==> src/rtl/alu_sched_pkg.sv <==
// alu_sched shared definitions: ALU opcodes and scheduler FSM encoding.
// Optional build macro for the whole slice: ALU_SCHED_STATS_EN.
package alu_sched_pkg;

  localparam logic [2:0] OP_ZERO = 3'b000;
  localparam logic [2:0] OP_AND  = 3'b001;
  localparam logic [2:0] OP_OR   = 3'b010;
  localparam logic [2:0] OP_XOR  = 3'b011;
  localparam logic [2:0] OP_ADD  = 3'b100;
  localparam logic [2:0] OP_SUB  = 3'b101;
  localparam logic [2:0] OP_NOT  = 3'b110;
  localparam logic [2:0] OP_ONES = 3'b111;

  typedef enum logic [1:0] {
    IDLE = 2'd0,
    EXEC = 2'd1,
    HOLD = 2'd2
  } state_t;

endpackage

==> src/rtl/alu_sched_alu_core.sv <==
// alu_core: purely combinational ALU, decoded from the low three opcode bits.
// Add/sub wrap modulo 2^DATA_W.
module alu_core
  import alu_sched_pkg::*;
#(
  parameter int DATA_W = 8,
  parameter int SEL_W  = 3
) (
  input  logic [DATA_W-1:0] A,
  input  logic [DATA_W-1:0] B,
  input  logic [SEL_W-1:0]  Sel,
  output logic [DATA_W-1:0] y
);

  logic [2:0] op;
  assign op = Sel[2:0];

  always_comb begin
    y = '0;
    unique case (op)
      OP_ZERO: y = '0;
      OP_AND:  y = A & B;
      OP_OR:   y = A | B;
      OP_XOR:  y = A ^ B;
      OP_ADD:  y = A + B;
      OP_SUB:  y = A - B;
      OP_NOT:  y = ~A;
      OP_ONES: y = '1;
    endcase
  end

endmodule

==> src/rtl/alu_sched.sv <==
// alu_sched: two-requester round-robin front end to a shared registered ALU.
// Define ALU_SCHED_STATS_EN to add per-requester grant counters.
module alu_sched
  import alu_sched_pkg::*;
#(
  parameter int DATA_W = 8,
  parameter int SEL_W  = 3
) (
  input  logic              clk,
  input  logic              rst,
  input  logic              req_vld0,
  input  logic              req_vld1,
  output logic              req_rdy0,
  output logic              req_rdy1,
  input  logic [DATA_W-1:0] A0,
  input  logic [DATA_W-1:0] B0,
  input  logic [DATA_W-1:0] A1,
  input  logic [DATA_W-1:0] B1,
  input  logic [SEL_W-1:0]  Sel0,
  input  logic [SEL_W-1:0]  Sel1,
  output logic              rsp_vld,
  input  logic              rsp_rdy,
  output logic              rsp_id,
  output logic [DATA_W-1:0] rsp_y
`ifdef ALU_SCHED_STATS_EN
  ,
  output logic [7:0]        gnt_cnt0,
  output logic [7:0]        gnt_cnt1
`endif
);

  state_t state, nxt;

  logic              prio;
  logic [DATA_W-1:0] cap_a, cap_b;
  logic [SEL_W-1:0]  cap_sel;
  logic              cap_id;
  logic [DATA_W-1:0] alu_y;
  logic              xfer0, xfer1, done;

  alu_core #(
    .DATA_W(DATA_W),
    .SEL_W (SEL_W)
  ) u_alu (
    .A  (cap_a),
    .B  (cap_b),
    .Sel(cap_sel),
    .y  (alu_y)
  );

  always_ff @(posedge clk or posedge rst) begin
    if (rst) state <= IDLE;
    else     state <= nxt;
  end

  // Grants are masked during reset so no request looks accepted.
  always_comb begin
    nxt      = state;
    req_rdy0 = 1'b0;
    req_rdy1 = 1'b0;
    done     = 1'b0;
    unique case (state)
      IDLE: begin
        req_rdy0 = !rst && req_vld0 && (!prio || !req_vld1);
        req_rdy1 = !rst && req_vld1 && (prio || !req_vld0);
        if (req_rdy0 || req_rdy1) nxt = EXEC;
      end
      EXEC: nxt = HOLD;
      HOLD: begin
        done = rsp_vld && rsp_rdy;
        if (done) nxt = IDLE;
      end
      default: nxt = IDLE;
    endcase
  end

  assign xfer0 = req_vld0 && req_rdy0;
  assign xfer1 = req_vld1 && req_rdy1;

  always_ff @(posedge clk or posedge rst) begin
    if (rst) begin
      prio    <= 1'b0;
      cap_a   <= '0;
      cap_b   <= '0;
      cap_sel <= '0;
      cap_id  <= 1'b0;
      rsp_vld <= 1'b0;
      rsp_y   <= '0;
      rsp_id  <= 1'b0;
    end else begin
      if (xfer0) begin
        cap_a   <= A0;
        cap_b   <= B0;
        cap_sel <= Sel0;
        cap_id  <= 1'b0;
      end else if (xfer1) begin
        cap_a   <= A1;
        cap_b   <= B1;
        cap_sel <= Sel1;
        cap_id  <= 1'b1;
      end
      if (state == EXEC) begin
        rsp_y   <= alu_y;
        rsp_id  <= cap_id;
        rsp_vld <= 1'b1;
      end
      // Loser of the next contention is whoever was just served.
      if (done) begin
        rsp_vld <= 1'b0;
        prio    <= !rsp_id;
      end
    end
  end

`ifdef ALU_SCHED_STATS_EN
  always_ff @(posedge clk or posedge rst) begin
    if (rst) begin
      gnt_cnt0 <= 8'd0;
      gnt_cnt1 <= 8'd0;
    end else begin
      if (xfer0) gnt_cnt0 <= gnt_cnt0 + 8'd1;
      if (xfer1) gnt_cnt1 <= gnt_cnt1 + 8'd1;
    end
  end
`endif

endmodule

==> config.mk <==
export PLATFORM = sky130hd
export DESIGN_NAME = alu_sched
export DESIGN_NICKNAME = d
export VERILOG_FILES = /design/src/rtl/alu_sched_pkg.sv /design/src/rtl/alu_sched_alu_core.sv /design/src/rtl/alu_sched.sv
export SDC_FILE = /design/constraint.sdc
export NUM_CORES = 1
export LEC_CHECK = 0
export CAP_MARGIN = 10
export CORE_AREA = 2 2 70 85
export DETAILED_ROUTE_END_ITERATION = 10
export DIE_AREA = 0 0 72 87
export HOLD_SLACK_MARGIN = 0.06
export PLACE_DENSITY = 0.75
export SLEW_MARGIN = 10
export SYNTH_ARGS = -nofsm -noshare
export SYNTH_HDL_FRONTEND = slang
export SYNTH_SLANG_ARGS = --single-unit
==> constraint.sdc <==
create_clock -name clk -period 2.4 [get_ports clk]
set_clock_uncertainty 0.15 [all_clocks]
set_input_delay 0.24 -clock clk [delete_from_list [all_inputs] [get_ports clk]]
set_output_delay 0.24 -clock clk [all_outputs]
set_load 0.02 [all_outputs]
==> run_results.csv, run 1 <==
group,metric,value,unit
outcome,status,"complete, but fails checks",
outcome,violations,"setup timing",
layout,multi_input_area,0.00148,mm²
cts,clockBufferDepth,2,
grt,grt_max_degree,40,
floorplan,io-pin-count,55,
worst_setup_path,slowest_delay,0.40,ns
sta,fmax,404,MHz
cts,cts.sinks,33,
grt,grtUsageMet2,38.5,%
power_and_ir_drop,powerDensity,1570,mW/mm²
cts,path_clk_slew,0.08,ns
synthesis,synthMostInstantiatedCell,"nand2_1",
sta,whs,0.243,ns
place,hpwl,4.62,mm
synthesis,synth_xor_area_share,3.99,%
synthesis,muxShareOfSynthArea,3.32,%
sta,rsz0062_at_grt,"yes",
place,postPlaceCellArea,0.00317,mm²
drt,drc,0,
power_and_ir_drop,ir_drop,0.000669,V
power_and_ir_drop,p_leak,1.57,nW
layout,diodes,0,
sta,slew_headroom,71.7,%
place,numPortBuffers,54,
grt,grt_pass1_wl,10.7,mm
synthesis,yosys.area.top_type,"dfrtp_1",
layout,syn2layout_area_growth,37.8,%
drt,vias_per_cell,5.36,
place,place_inst,422,
sta,tightest_slew,0.425,ns
floorplan,rows,30,
worst_setup_path,critical_path_class,"register to register",
synthesis,synth_area_leaders,"dfrtp_1 34%, ha_1 12%, nand2_1 8.9%, a31oi_1 5.7%, nor2_1 4.5%",
grt,grt_use_total,21.7,%
cts,cts_buffers,5,
layout,stdcell_count,435,
floorplan,die_w,72,µm
synthesis,syn-instance-count,295,
worst_setup_path,worstSetupEndpointType,"register",
synthesis,synthesis.nets,363,
synthesis,synth.distinct_cells,39,
layout,nFillCells,486,
worst_setup_path,crit_chain,"inv_2 > ha_4 > and3_4 > a21oi_4 > xnor2_1 > ha_1 > a21o_1 > a31o_2 > a21oi_2 > xnor2_1 > a221o_1",
drt,antenna_left,0,
layout,fin_util,60.2,%
drt,finalWirelength,6.38,mm
cts,clock_latency,0.30,ns
synthesis,synth-async-reset-ratio,100,%
cts,postCtsHoldBufs,0,
run,cap_viol_max_count,0,
cts,htree_levels,2,
cts,cts_root_buf,"clkbuf_8",
layout,nNetsFinal,438,
drt,post_drt_wl_per_cell,14.7,µm
grt,overflow,0,
layout,drive_gt1_share,14.0,%
worst_hold_path,hold_path.class,"input pin to asynchronous set/reset pin",
grt,grt_pass1_vias,2326,
sta,fin_crit_sh,103,%
floorplan,initial_utilization,43.7,%
sta,fin_crit,2.48,ns
grt,grt-busiest-layer,"met2",
grt,use_met3,3.94,%
layout,design_area,0.00332,mm²
synthesis,yosys_most_used_dff,"dfrtp_1",
floorplan,dieArea,0.00626,mm²
worst_setup_path,cp_max_fo,3,
synthesis,synth_warnings,0,
synthesis,synth_top_family_by_area,"simple AND/OR/NAND/NOR gates",
sta,setup_tns,-0.131,ns
cts,cts_tree,"yes",
synthesis,seq_area_frac_synth,34.2,%
grt,antenna_found_initial,0,
synthesis,yosys.area_share.simple,19.6,%
worst_setup_path,cp-start-kind,"register",
place,post-place-ws,-0.0854,ns
sta,setup_ws,-0.0780,ns
layout,register_area,826,µm²
synthesis,synthAdderAreaFrac,13.3,%
synthesis,synthesis.area,0.00241,mm²
floorplan,coreArea,0.00552,mm²
synthesis,synth_edf_count,0,
synthesis,synth_compound_area_share,19.0,%
floorplan,die_height,87,µm
drt,drtIter0Drc,124,
synthesis,synth_seq_cells,33,
worst_setup_path,cp_slowest_cell,"dfrtp_1",
sta,slew_violations,0,
worst_setup_path,critPathRequiredTime,2.43,ns
grt,grt_use_met1,26.1,%
sta,setup_viol_count_final,3,
synthesis,syn_avg_cell_area,8.18,µm²
drt,vias,2330,
synthesis,ys_top_cells_by_count,"57 x nand2_1, 33 x dfrtp_1, 29 x nor2_1",
synthesis,synth_top_area_share,34.2,%
sta,finalHoldViolCount,0,
drt,dr.pass1.iters,4,
worst_setup_path,crit_top_cell,"xnor2_1",
power_and_ir_drop,power,5.21,mW
place,finalWeightedCongestion,0.890,
worst_setup_path,arrival,2.51,ns
[where the power goes]
part	internal, mW	switching [mW]
clock	0.201	0.225
sequential	0.837	0.257
combinational	1.82	1.87
[registers in the layout, indices dropped and copies added, names as in the netlist]
signal / count
cap_a: 8
rsp_id: 1
cap_id: 1
cap_b: 8
cap_sel: 3
rsp_vld: 1
state: 2
rsp_y: 8
prio: 1
[cell usage in the layout (no fill, tap or decap), drive strengths merged, types with 11 or more instances in the layout]
master and instances:
nand2 57, clkdlybuf4s50 54, dfrtp 33, buf 31, nor2 29, ha 24
a31oi 22, inv 22, a21oi 15, o21ai 11
[final cells by class]
| class | instances | area share, % |
|---|---|---|
| clock buffer | 6 | 2.18 |
| clock inverter | 2 | 0.301 |
| inverter | 22 | 2.48 |
| multi-input combinational | 223 | 44.5 |
| sequential | 33 | 24.8 |
| tap | 64 | 2.41 |
| timing repair buffer | 85 | 23.3 |
[logic make-up (layout without fill, tap and decap cells)]
family / count (synthesis) / count (layout)
muxes: 8 / 8
and+or+nand+nor: 108 / 108
xor gates and xnor gates: 11 / 11
DFF: 33 / 33
buffers and inverters: 39 / 115
AOI/OAI and AO/OA: 71 / 71
adders and majority gates: 25 / 25
[path summary, 6_finish.rpt]
path / from / to / slack [ns] / cells past startpoint
worst max-delay path: cap_b[0] / rsp_y[7] / -0.08 / 11
worst min-delay path: rst / cap_b[2] / 0.24 / 3
worst max register to register: cap_b[0] / rsp_y[7] / -0.08 / 11
worst min register to register: rsp_y[2] / rsp_y[2] / 0.33 / 1
max in group asynchronous: rst / cap_a[2] / 1.55 / 3
min in group clk: rsp_y[2] / rsp_y[2] / 0.33 / 1
[timing repair]
item                                    CTS  global route
resized for setup                         2             3
pin swaps                                 5             0
buffers inserted                          3             2
endpoints found under the setup margin    1             6
[worst max-delay path, delay by kind of cell, from the launching register on]
kind,cells,cell delay [ns]
AND/OR/NAND/NOR,1,0.20
XOR/XNOR,2,0.21
AO/OA/AOI/OAI,5,0.87
adder cells (fa/ha/maj),2,0.44
buffers and inverters,1,0.09
flip-flops,1,0.40
[layer usage]
metal	vias up	wire length [µm]	share of wire, %
li1	1167	-	-
met1	1082	2700	42
met2	70	3260	51
met3	11	284	4.5
met4	0	136	2.1
met5	-	0	0
Power figures use the tool's default switching activity.
==> run 2: changes to the inputs <==
--- a/config.mk
+++ b/config.mk
@@ -11,7 +11,7 @@
 export DIE_AREA = 0 0 72 87
 export HOLD_SLACK_MARGIN = 0.06
 export PLACE_DENSITY = 0.75
-export SLEW_MARGIN = 10
+export SLEW_MARGIN = 40
 export SYNTH_ARGS = -nofsm -noshare
 export SYNTH_HDL_FRONTEND = slang
 export SYNTH_SLANG_ARGS = --single-unit
==> results of run 2 <==
The final DEF is identical to that of run 1; final timing and power are the same.
